$ cat src/rtl/act_pkg.sv
// Shared types and constants for the activation pipeline.
package act_pkg;

  typedef enum logic [1:0] {
    ACT_BYPASS = 2'd0,
    ACT_RELU   = 2'd1,
    ACT_LEAKY  = 2'd2,
    ACT_CLIP   = 2'd3
  } act_mode_e;

  localparam int SAT_CNT_W = 16;
  localparam logic [SAT_CNT_W-1:0] SAT_CNT_MAX = '1;

endpackage

$ cat src/rtl/act_lane.sv
// One activation lane. The leaky product is formed from the raw input so the
// parent can register it in stage 1. Select and saturate work on the stage-1
// copy and feed stage 2.
module act_lane
  import act_pkg::*;
#(
  parameter int DATA_W  = 8,
  parameter int ALPHA_W = 8,
  parameter int FRAC_W  = 4,
  localparam int PROD_W = DATA_W + ALPHA_W + 1
) (
  input  logic signed [DATA_W-1:0]  x_i,
  input  logic        [ALPHA_W-1:0] alpha_i,
  output logic signed [PROD_W-1:0]  prod_o,
  input  logic signed [DATA_W-1:0]  s1_x_i,
  input  logic signed [PROD_W-1:0]  s1_prod_i,
  input  act_mode_e                 mode_i,
  input  logic signed [DATA_W-1:0]  clip_i,
  output logic        [DATA_W-1:0]  y_o,
  output logic                      sat_o
);

  localparam logic signed [PROD_W-1:0] MAX_V =
    {{(PROD_W-DATA_W+1){1'b0}}, {(DATA_W-1){1'b1}}};
  localparam logic signed [PROD_W-1:0] MIN_V =
    {{(PROD_W-DATA_W+1){1'b1}}, {(DATA_W-1){1'b0}}};

  logic signed [PROD_W-1:0] x_ext;
  logic signed [PROD_W-1:0] a_ext;
  logic signed [PROD_W-1:0] wide;
  logic signed [DATA_W-1:0] clip_pos;

  // Signed input times zero-extended alpha, full precision.
  always_comb begin
    x_ext  = PROD_W'(x_i);
    a_ext  = PROD_W'({1'b0, alpha_i});
    prod_o = x_ext * a_ext;
  end

  // Mode select in wide precision, then clamp to the signed output range.
  always_comb begin
    clip_pos = clip_i[DATA_W-1] ? '0 : clip_i;
    wide     = PROD_W'(s1_x_i);
    case (mode_i)
      ACT_BYPASS: wide = PROD_W'(s1_x_i);
      ACT_RELU:   if (s1_x_i[DATA_W-1]) wide = '0;
      ACT_LEAKY:  if (s1_x_i[DATA_W-1]) wide = s1_prod_i >>> FRAC_W;
      ACT_CLIP: begin
        if (s1_x_i[DATA_W-1])     wide = '0;
        else if (s1_x_i > clip_pos) wide = PROD_W'(clip_pos);
      end
      default:    wide = PROD_W'(s1_x_i);
    endcase

    sat_o = 1'b0;
    y_o   = wide[DATA_W-1:0];
    if (wide > MAX_V) begin
      y_o   = MAX_V[DATA_W-1:0];
      sat_o = 1'b1;
    end else if (wide < MIN_V) begin
      y_o   = MIN_V[DATA_W-1:0];
      sat_o = 1'b1;
    end
  end

endmodule

$ cat src/rtl/activation_pipe.sv
// Two-stage elementwise activation over LANES signed lanes with a
// valid/ready stream on both sides and a sticky saturation counter.
module activation_pipe
  import act_pkg::*;
#(
  parameter int DATA_W  = 8,
  parameter int LANES   = 4,
  parameter int ALPHA_W = 8,
  parameter int FRAC_W  = 4
) (
  input  logic                    clk,
  input  logic                    rst_n,
  input  logic [1:0]              cfg_mode,
  input  logic [ALPHA_W-1:0]      cfg_alpha,
  input  logic [DATA_W-1:0]       cfg_clip,
  input  logic                    s_valid,
  output logic                    s_ready,
  input  logic [LANES*DATA_W-1:0] s_data,
  input  logic                    s_last,
  output logic                    m_valid,
  input  logic                    m_ready,
  output logic [LANES*DATA_W-1:0] m_data,
  output logic                    m_last,
  input  logic                    sat_clr,
  output logic [SAT_CNT_W-1:0]    sat_count
);

  localparam int PROD_W = DATA_W + ALPHA_W + 1;

  logic                    s1_valid_q, s1_valid_d;
  logic [LANES*DATA_W-1:0] s1_data_q;
  logic                    s1_last_q;
  act_mode_e               s1_mode_q;
  logic [DATA_W-1:0]       s1_clip_q;
  logic signed [PROD_W-1:0] s1_prod_q [LANES];

  logic                    s2_valid_q, s2_valid_d;
  logic [LANES*DATA_W-1:0] s2_data_q;
  logic                    s2_last_q;

  logic [SAT_CNT_W-1:0]    sat_cnt_q, sat_cnt_d;
  logic [SAT_CNT_W-1:0]    sat_inc;
  logic [SAT_CNT_W:0]      sat_sum;

  logic                    s1_load, s2_load;
  logic signed [PROD_W-1:0] lane_prod [LANES];
  logic [LANES*DATA_W-1:0] lane_y;
  logic [LANES-1:0]        lane_sat;

  for (genvar g = 0; g < LANES; g++) begin : g_lane
    act_lane #(
      .DATA_W (DATA_W),
      .ALPHA_W(ALPHA_W),
      .FRAC_W (FRAC_W)
    ) u_lane (
      .x_i      (s_data[g*DATA_W +: DATA_W]),
      .alpha_i  (cfg_alpha),
      .prod_o   (lane_prod[g]),
      .s1_x_i   (s1_data_q[g*DATA_W +: DATA_W]),
      .s1_prod_i(s1_prod_q[g]),
      .mode_i   (s1_mode_q),
      .clip_i   (s1_clip_q),
      .y_o      (lane_y[g*DATA_W +: DATA_W]),
      .sat_o    (lane_sat[g])
    );
  end

  // Stage 2 takes S1 when it is empty or being drained; S1 then frees up.
  always_comb begin
    s2_load    = s1_valid_q && (!s2_valid_q || m_ready);
    s_ready    = !s1_valid_q || s2_load;
    s1_load    = s_valid && s_ready;
    s1_valid_d = s1_load || (s1_valid_q && !s2_load);
    s2_valid_d = s2_load || (s2_valid_q && !m_ready);
  end

  // Saturating count of lanes clamped as beats enter S2; clear wins.
  always_comb begin
    sat_inc = '0;
    for (int i = 0; i < LANES; i++) begin
      sat_inc = sat_inc + SAT_CNT_W'(lane_sat[i]);
    end
    sat_sum   = {1'b0, sat_cnt_q} + {1'b0, sat_inc};
    sat_cnt_d = sat_cnt_q;
    if (sat_clr)      sat_cnt_d = '0;
    else if (s2_load) sat_cnt_d = sat_sum[SAT_CNT_W] ? SAT_CNT_MAX : sat_sum[SAT_CNT_W-1:0];
  end

  // Stage 1: raw beat, accept-time config and lane products.
  always_ff @(posedge clk or negedge rst_n) begin
    if (!rst_n) begin
      s1_valid_q <= 1'b0;
      s1_data_q  <= '0;
      s1_last_q  <= 1'b0;
      s1_mode_q  <= ACT_BYPASS;
      s1_clip_q  <= '0;
      for (int i = 0; i < LANES; i++) s1_prod_q[i] <= '0;
    end else begin
      s1_valid_q <= s1_valid_d;
      if (s1_load) begin
        s1_data_q <= s_data;
        s1_last_q <= s_last;
        s1_mode_q <= act_mode_e'(cfg_mode);
        s1_clip_q <= cfg_clip;
        for (int i = 0; i < LANES; i++) s1_prod_q[i] <= lane_prod[i];
      end
    end
  end

  // Stage 2: activated result, held while the sink stalls.
  always_ff @(posedge clk or negedge rst_n) begin
    if (!rst_n) begin
      s2_valid_q <= 1'b0;
      s2_data_q  <= '0;
      s2_last_q  <= 1'b0;
    end else begin
      s2_valid_q <= s2_valid_d;
      if (s2_load) begin
        s2_data_q <= lane_y;
        s2_last_q <= s1_last_q;
      end
    end
  end

  // Saturation counter register.
  always_ff @(posedge clk or negedge rst_n) begin
    if (!rst_n) sat_cnt_q <= '0;
    else        sat_cnt_q <= sat_cnt_d;
  end

  assign m_valid   = s2_valid_q;
  assign m_data    = s2_data_q;
  assign m_last    = s2_last_q;
  assign sat_count = sat_cnt_q;

endmodule

$ cat config.mk
export PLATFORM = sky130hd
export DESIGN_NAME = activation_pipe
export DESIGN_NICKNAME = d
export VERILOG_FILES = /design/src/rtl/act_pkg.sv /design/src/rtl/act_lane.sv /design/src/rtl/activation_pipe.sv
export SDC_FILE = /design/constraint.sdc
export NUM_CORES = 1
export LEC_CHECK = 0
export ABC_AREA = 1
export BUFFER_PORTS_ARGS = -buffer_cell sky130_fd_sc_hd__buf_4
export CAP_MARGIN = 20
export CORE_UTILIZATION = 45
export CTS_BUF_LIST = sky130_fd_sc_hd__clkbuf_8
export DETAILED_ROUTE_END_ITERATION = 8
export PLACE_DENSITY = 0.69
export SLEW_MARGIN = 10
export SYNTH_ARGS = -nofsm -noshare
export SYNTH_HDL_FRONTEND = slang
export SYNTH_SLANG_ARGS = --single-unit
$ cat constraint.sdc
create_clock -name clk -period 3.1 [get_ports clk]
set_input_delay 0.62 -clock clk [delete_from_list [all_inputs] [get_ports clk]]
set_output_delay 0.62 -clock clk [all_outputs]
set_load 0.01 [all_outputs]
==> results of run 1 <==
-- cells in the mapped netlist, types with 8 or more instances --
cell      count
ha_1        197
clkbuf_1     71
o21ai_0     166
a21o_1        8
buf_2        12
nand2_1     638
dfrtp_1     146
fa_1        147
nor2_1      108
xor2_1       20
a21oi_1     118
or2_2        11
nor3_1       27
nand4_1      16
nand3_1     112
xnor2_1      11
a31oi_1      16
inv_1       475
-- sequential cells by signal, indices dropped and copies added (netlist names) --
| name | cells |
|---|---|
| s1_prod_q | 52 |
| m_data | 32 |
| s1_data_q | 32 |
| sat_count | 16 |
| s1_clip_q | 8 |
| s1_mode_q | 2 |
| m_last | 1 |
| m_valid | 1 |
| s1_last_q | 1 |
| s1_valid_q | 1 |
-- final cells by class --
class | count | area, sq um | area share [%]
Multi-Input combinational cell | 1629 | 12800 | 55.4
Timing Repair Buffer | 430 | 3800 | 16.4
Sequential cell | 146 | 3650 | 15.8
Inverter | 480 | 1840 | 7.96
Tap cell | 504 | 631 | 2.73
Clock buffer | 19 | 262 | 1.13
Clock inverter | 12 | 133 | 0.574
-- per-stage QoR --
step                TNS [ps]  power (W)  hold slack, ps  utilization (%)  setup slack (ps)
finish                -31470     0.0154            93.7             62.5              -745
global placement      -57400     0.0112             464             55.9             -1340
global route          -38430     0.0166             123             62.5              -833
detailed placement    -62850     0.0115             466             55.9             -1450
CTS                   -26030     0.0143            98.5             60.6              -694
floorplan             -34720    0.00828             324                -              -941
-- report_power, final --
part           internal (W)  switching, W
clock              0.000756      0.000765
sequential          0.00242      0.000343
combinational       0.00529       0.00582
-- per-layer routing --
layer	GRT usage, %	share of wire (%)	up-vias
li1	-	-	7979
met1	37.7	46	7770
met2	42.8	46	561
met3	2.43	5.4	89
met4	7.61	2.5	2
met5	0	0.023	-
-- worst max-delay path: cells and delay by family --
family	cells	cell delay [ps]
buffers and inverters	5	400
adder cells (fa/ha/maj)	5	2170
AO/OA/AOI/OAI	3	340
AND/OR/NAND/NOR	5	660
-- cells by family after synthesis --
logic type | share of synthesized area [%]
fa+ha+maj | 31.8
xor+xnor | 1.59
flops | 21.5
compound gates | 10.0
simple gates | 22.3
buf+inv | 12.8
-- what timing repair did --
item	CTS	global route
setup buffers	44	21
pin swaps	106	118
gates resized for setup	223	155
gates cloned	3	3
endpoints found under the hold margin	0	0
setup endpoints to repair	64	64
-- worst paths after layout --
check | end | slack [ps] | startpoint
worst min-delay path | m_data[26]$_DFFE_PN0P_ | 90 | rst_n
worst max register to register | sat_count[11]$_DFFE_PN0P_ | -400 | s1_mode_q[1]$_DFFE_PN0P_
worst max-delay path | s1_prod_q[67]$_DFFE_PN0P_ | -750 | cfg_alpha[0]
min in group clk | s1_clip_q[3]$_DFFE_PN0P_ | 360 | cfg_clip[3]
worst min register to register | s1_clip_q[3]$_DFFE_PN0P_ | 480 | s1_clip_q[3]$_DFFE_PN0P_
max in group asynchronous | s1_prod_q[40]$_DFFE_PN0P_ | 2130 | rst_n
==> summary.txt, run 1 <==
Outcome
  • Run status: finished with violations
  • Failing checks: negative setup slack

Clock tree
  • Num CTS Buffers: 17
  • Max clock buf depth: 2
  • Root buffer cell: clkbuf_8
  • Sink Count: roughly 150
  • Reg clk slew, reported paths: 90 ps
  • CTS tree: done
  • Clock latency at the later pin of the worst-skew pair: between 400 and 500 ps
  • Hold buffer count at CTS: 0
  • H-tree depth: 4

Synthesis
  • Total nets after synthesis: between 2,000 and 3,000
  • Async SR Flop Fraction: 100%
  • Mapped Area: roughly 0.017 sq mm
  • #FFs+latches synth: around 150
  • Cell taking the most area after synthesis: dfrtp_1
  • Warnings from Yosys: 0
  • Top cell type's share of synthesized area: 21.5%
  • Synth cell types: 41
  • Number of synthesized flops with an enable pin: 0
  • Avg Inst Size Synth: 7.25 sq um
  • Synth area leaders: dfrtp_1, fa_1, ha_1, nand2_1, inv_1
  • Primary FF master, synth: dfrtp_1
  • Syn Inst Count: between 2,000 and 2,500
  • Register area share after synthesis: between 20% and 30%

Floorplanning
  • Row cnt: 70
  • Die area: slightly below 0.04 sq mm
  • Chip Width: a little under 200 um
  • Initial cell density of the core: 46.1%
  • Die Y: between 150 and 200 um
  • # IOs: 107
  • Core Area: 0.0370 sq mm

Global route
  • First-pass GRT wire length: 82,000 um
  • Pin count of the biggest net entering global routing: 96
  • All-layer global routing usage: roughly a quarter
  • Initial antenna violation count: 1
  • Vias in the first global route: approximately 16,000
  • Grt ovf: 0

Critical path
  • Critical Path Slowest Stage Cell: fa_1
  • Cell repeated most along the worst path: fa_1
  • CP Cell Sequence: buf_8 > clkinvlp_4 > nand2_2 > fa_1 > fa_1 > inv_2 > fa_1 > inv_1 > fa_1 > inv_2 > ha_4 > a21oi_4 > o21ai_4 > nand4_1 > nand4_1 > or2_4 > nand3_1 > o21ai_1
  • Worst Setup End Kind: flip-flop
  • Req. time, crit path: about 3500 ps
  • Crit path arrival time: roughly 4200 ps
  • Max incr delay on CP: just over 500 ps
  • Setup CP Type: primary input to flip-flop
  • Cell count of the worst reg-to-reg path: 20
  • Worst setup SP type: primary input
  • Critical-path maximum fanout: 4

Placed design
  • Placed insts: roughly 3,100
  • DPL Wire Length: about 39,000 um
  • I/O Buffers: 106
  • Post-DP Area: 0.0207 sq mm
  • Routability Congestion: 0.906

Power
  • Power per Cell Area: 666 mW/mm^2
  • VDD IR max: approximately 0.00048 V
  • Leak: 12.6 nW

STA
  • Fin Clk Skew: approximately 18 ps
  • Setup WS post-layout: -745 ps
  • Crit share post-route: 124%
  • Slew @ Worst Pin: roughly 1200 ps
  • Min cycle time layout: 3850 ps
  • Final setup viols: 64
  • Final slew viol count: 0
  • Slew headroom: 18.7%
  • Final hold vios: 0
  • RSZ-0062 raised after global routing: yes
  • F_max: about 0.26 GHz

Drt
  • Routed len/inst: between 15 and 20 um
  • Drt pass-1 iters: 7
  • Via-to-Cell Ratio: 5.09
  • Total vias in the final route: 16,400
  • Post-Route WL: 51,400 um
  • Drc violations: 0
  • DRT iter0 DRCs: 1,228
  • Post-route ant nets: 0

Cells and area
  • Commonest non-fill, non-tap cell in the layout: nand2_1
  • Cell area after layout: roughly 0.023 sq mm
  • Diodes inserted: 0
  • FILL cells: between 3,000 and 4,000
  • NumNets Final: 3,104
  • Area delta synth->final: 35.8%
  • Most frequent cells in the layout: nand2_1, inv_1, buf_4
  • Final Non-Filler Cells: around 3,200
  • Share of cells above drive strength 1: between 30% and 40%

Worst hold path
  • Hold crit path type: primary input to asynchronous set/reset pin

Run
  • Maxcap violations: 0
Power figures use the tool's default switching activity.
==> run 2, diff against run 1 <==
Settings changed: SETUP_SLACK_MARGIN set to 0.1.
==> summary.txt, run 2 (same netlist as run 1, synthesis figures left out) <==
Critical path
  • Register-to-register setup slack: -410 ps (was -400 ps)
  • Critical Path Slowest Stage Cell: fa_1 (unchanged)
  • Cell repeated most along the worst path: fa_1 (unchanged)
  • Max incr delay on CP: 560 ps (was 510 ps)
  • Worst reg2reg path startpoint: s1_mode_q[1]$_DFFE_PN0P_ (unchanged)
  • Number of cells on the critical path: 16 (was 18)
  • CP bufs+invs: 3 (was 5)
  • Worst setup SP type: primary input (unchanged)
  • Setup CP Type: primary input to flip-flop (unchanged)
  • Worst Setup End Kind: flip-flop (unchanged)
  • CP Cell Sequence: buf_8 > clkinvlp_4 > nand2_2 > fa_1 > fa_1 > inv_1 > fa_1 > fa_1 > ha_4 > a21oi_4 > o21ai_4 > nand4_1 > nand4_1 > or2_4 > nand3_2 > o21ai_2 (was buf_8 > clkinvlp_4 > nand2_2 > fa_1 > fa_1 > inv_2 > fa_1 > inv_1 > fa_1 > inv_2 > ha_4 > a21oi_4 > o21ai_4 > nand4_1 > nand4_1 > or2_4 > nand3_1 > o21ai_1)
  • Req. time, crit path: 3460 ps (was 3450 ps)
  • Cell count of the worst reg-to-reg path: 20 (unchanged)
  • Crit path arrival time: 4200 ps (about the same)
  • Critical-path maximum fanout: 5 (was 4)
  • Reg-to-Reg End: sat_count[1]$_DFFE_PN0P_ (was sat_count[11]$_DFFE_PN0P_)
  • CP top delay family: adder cells (unchanged)

Clock tree
  • H-tree depth: 4 (unchanged)
  • Max clock buf depth: 2 (unchanged)
  • CTS tree: done (unchanged)
  • Clock latency at the later pin of the worst-skew pair: 470 ps (was 460 ps)
  • Root buffer cell: clkbuf_8 (unchanged)
  • Reg clk slew, reported paths: 90 ps (about the same)
  • Sink Count: 146 (unchanged)
  • Num CTS Buffers: 17 (unchanged)
  • Hold buffer count at CTS: 0 (unchanged)

STA
  • Fin Clk Skew: 16.0 ps (was 17.8 ps)
  • Min cycle time layout: 3840 ps (was 3850 ps)
  • Slew headroom: 39.5% (was 18.7%)
  • Slew @ Worst Pin: 907 ps (was 1210 ps)
  • RSZ-0062 raised after global routing: yes (unchanged)
  • Setup WS post-layout: -745 ps (about the same)
  • Final slew viol count: 0 (unchanged)
  • Final hold vios: 0 (unchanged)
  • F_max: 0.260 GHz (about the same)
  • Crit share post-route: 124% (about the same)
  • Final setup viols: 64 (unchanged)

Floorplanning
  • # IOs: 107 (unchanged)
  • Core Area: 0.0370 sq mm (unchanged)
  • Row cnt: 70 (unchanged)
  • Die area: 0.0386 sq mm (unchanged)
  • Initial cell density of the core: 46.1% (unchanged)
  • Die Y: 197 um (unchanged)
  • Chip Width: 197 um (unchanged)

Power
  • Switching share of power: 44.9% (was 45.0%)
  • Leak: 12.6 nW (about the same)
  • Clock Power Share: 9.5% (was 9.9%)
  • Switching power: 0.00706 W (was 0.00693 W)
  • VDD IR max: 0.000438 V (was 0.000476 V)
  • Reg power frac: 17.7% (was 18.0%)
  • Power per Cell Area: 672 mW/mm^2 (was 666 mW/mm^2)
  • P_int: 0.00866 W (was 0.00847 W)
  • Logic pwr share: 72.8% (was 72.1%)

Drt
  • Drt pass-1 iters: 7 (unchanged)
  • DRT iter0 DRCs: 1,303 (was 1,228)
  • Routed len/inst: 16.4 um (was 16.0 um)
  • Drc violations: 0 (unchanged)
  • Post-route ant nets: 0 (unchanged)
  • Post-Route WL: 52,700 um (was 51,400 um)
  • Via-to-Cell Ratio: 5.16 (was 5.09)
  • Total vias in the final route: 16,600 (was 16,400)

Global route
  • Vias in the first global route: 16,500 (was 16,300)
  • Pin count of the biggest net entering global routing: 96 (unchanged)
  • Initial antenna violation count: 0 (was 1)
  • Grt ovf: 0 (unchanged)
  • First-pass GRT wire length: 84,700 um (was 82,000 um)
  • All-layer global routing usage: 27.4% (was 26.4%)

Placed design
  • Post-DP Area: 0.0207 sq mm (about the same)
  • Placed insts: 3,124 (was 3,125)
  • I/O Buffers: 106 (unchanged)
  • Routability Congestion: 0.927 (was 0.906)
  • Pre-CTS setup slack: -1350 ps (was -1450 ps)
  • DPL Wire Length: 38,700 um (was 38,500 um)

Cells and area
  • Cell area after layout: 0.0234 sq mm (was 0.0231 sq mm)
  • FILL cells: 3,051 (was 3,151)
  • Most frequent cells in the layout: nand2_1, inv_1, buf_4 (unchanged)
  • Final core occ: 63.3% (was 62.5%)
  • Register bank with the most flops: s1_prod_q (unchanged)
  • Max FFs per register: 52 (unchanged)
  • Commonest non-fill, non-tap cell in the layout: nand2_1 (unchanged)
  • Share of cells above drive strength 1: 31.6% (was 30.2%)
  • Area delta synth->final: 37.4% (was 35.8%)
  • NumNets Final: 3,107 (was 3,104)
  • Diodes inserted: 0 (unchanged)
  • Final Non-Filler Cells: 3,224 (was 3,220)

Worst hold path
  • Hold crit path type: primary input to asynchronous set/reset pin (unchanged)

Run
  • Maxcap violations: 0 (unchanged)

Outcome
  • Failing checks: negative setup slack (unchanged)
  • Run status: finished with violations (unchanged)
==> run 2: changes by cell type in the layout (fill, tap and decap cells not counted), moves of 5 or more <==
cell     delta
inv_1      -10
ha_1        -9
inv_2       +8
buf_4       -5
buf_6       +5
ha_4        +5
nand2_1     -5
==> run 2: what timing repair did <==
action	CTS	global route
resized for setup	294	130
pin swaps	105	99
cloned	6	0
endpoints found under the hold margin	0	0
setup buffers	54	20
setup endpoints to repair	64	64
==> run 2: final cells by class <==
class	count	area, sq um	share of cell area, %
multi-input combinational	1629	13000	55.5
timing repair buffer	433	3910	16.7
sequential	146	3650	15.6
inverter	480	1840	7.86
tap	504	631	2.70
clock buffer	18	248	1.06
clock inverter	14	139	0.594
==> run 2: worst max path at each step <==
stage	slack (ps)	startpoint	end
3_3_place_gp	-1260	cfg_alpha[0]	s1_prod_q[50]$_DFFE_PN0P_
5_1_grt	-840	cfg_alpha[0]	s1_prod_q[67]$_DFFE_PN0P_
6_report	-740	cfg_alpha[0]	s1_prod_q[50]$_DFFE_PN0P_
3_5_place_dp	-1350	cfg_alpha[0]	s1_prod_q[33]$_DFFE_PN0P_
2_1_floorplan	-940	cfg_alpha[1]	s1_prod_q[67]$_DFFE_PN0P_
4_1_cts	-660	cfg_alpha[7]	s1_prod_q[14]$_DFFE_PN0P_
==> run 2: routing by layer <==
| metal | vias up | track usage [%] | routed length [um] |
|---|---|---|---|
| met5 | - | 0 | 0 |
| met4 | 0 | 9.26 | 1600 |
| met3 | 106 | 2.86 | 2940 |
| met2 | 613 | 44.4 | 24600 |
| met1 | 7924 | 38.3 | 23600 |
| li1 | 7987 | - | - |
==> run 2: metrics by stage <==
stage	hold WS, ps	power, W	TNS [ps]
after floorplan	324	0.00828	-34790
after CTS	170	0.0146	-27170
final	152	0.0157	-31940
after detailed placement	470	0.0115	-59550
after global routing	194	0.0168	-38900
after global placement	466	0.0112	-55310
==> run 2: worst reg2reg max path, cell delays in order (launching register included) <==
cell and delay, ps:
dfrtp_1 430, inv_2 110, buf_12 150, a31oi_4 140, nor2_2 60, nor2_2 140, nor2_2 80, fa_1 490
fa_2 380, inv_2 80, fa_2 220, nand3_2 90, nor2_2 140, nand2_2 90, nor2_4 170, nand3_4 100
nor2_4 190, buf_12 150, buf_16 120, o21ai_2 50, nand2_1 60
==> run 2: power by group through the flow <==
stage	clock network [W]	logic (W)	registers (W)
floorplan	0	0.00551	0.00276
global placement	0	0.00845	0.00277
detailed placement	0	0.00869	0.00279
CTS	0.00153	0.0103	0.00276
global route	0.00161	0.0124	0.00284
finish	0.00150	0.0114	0.00278
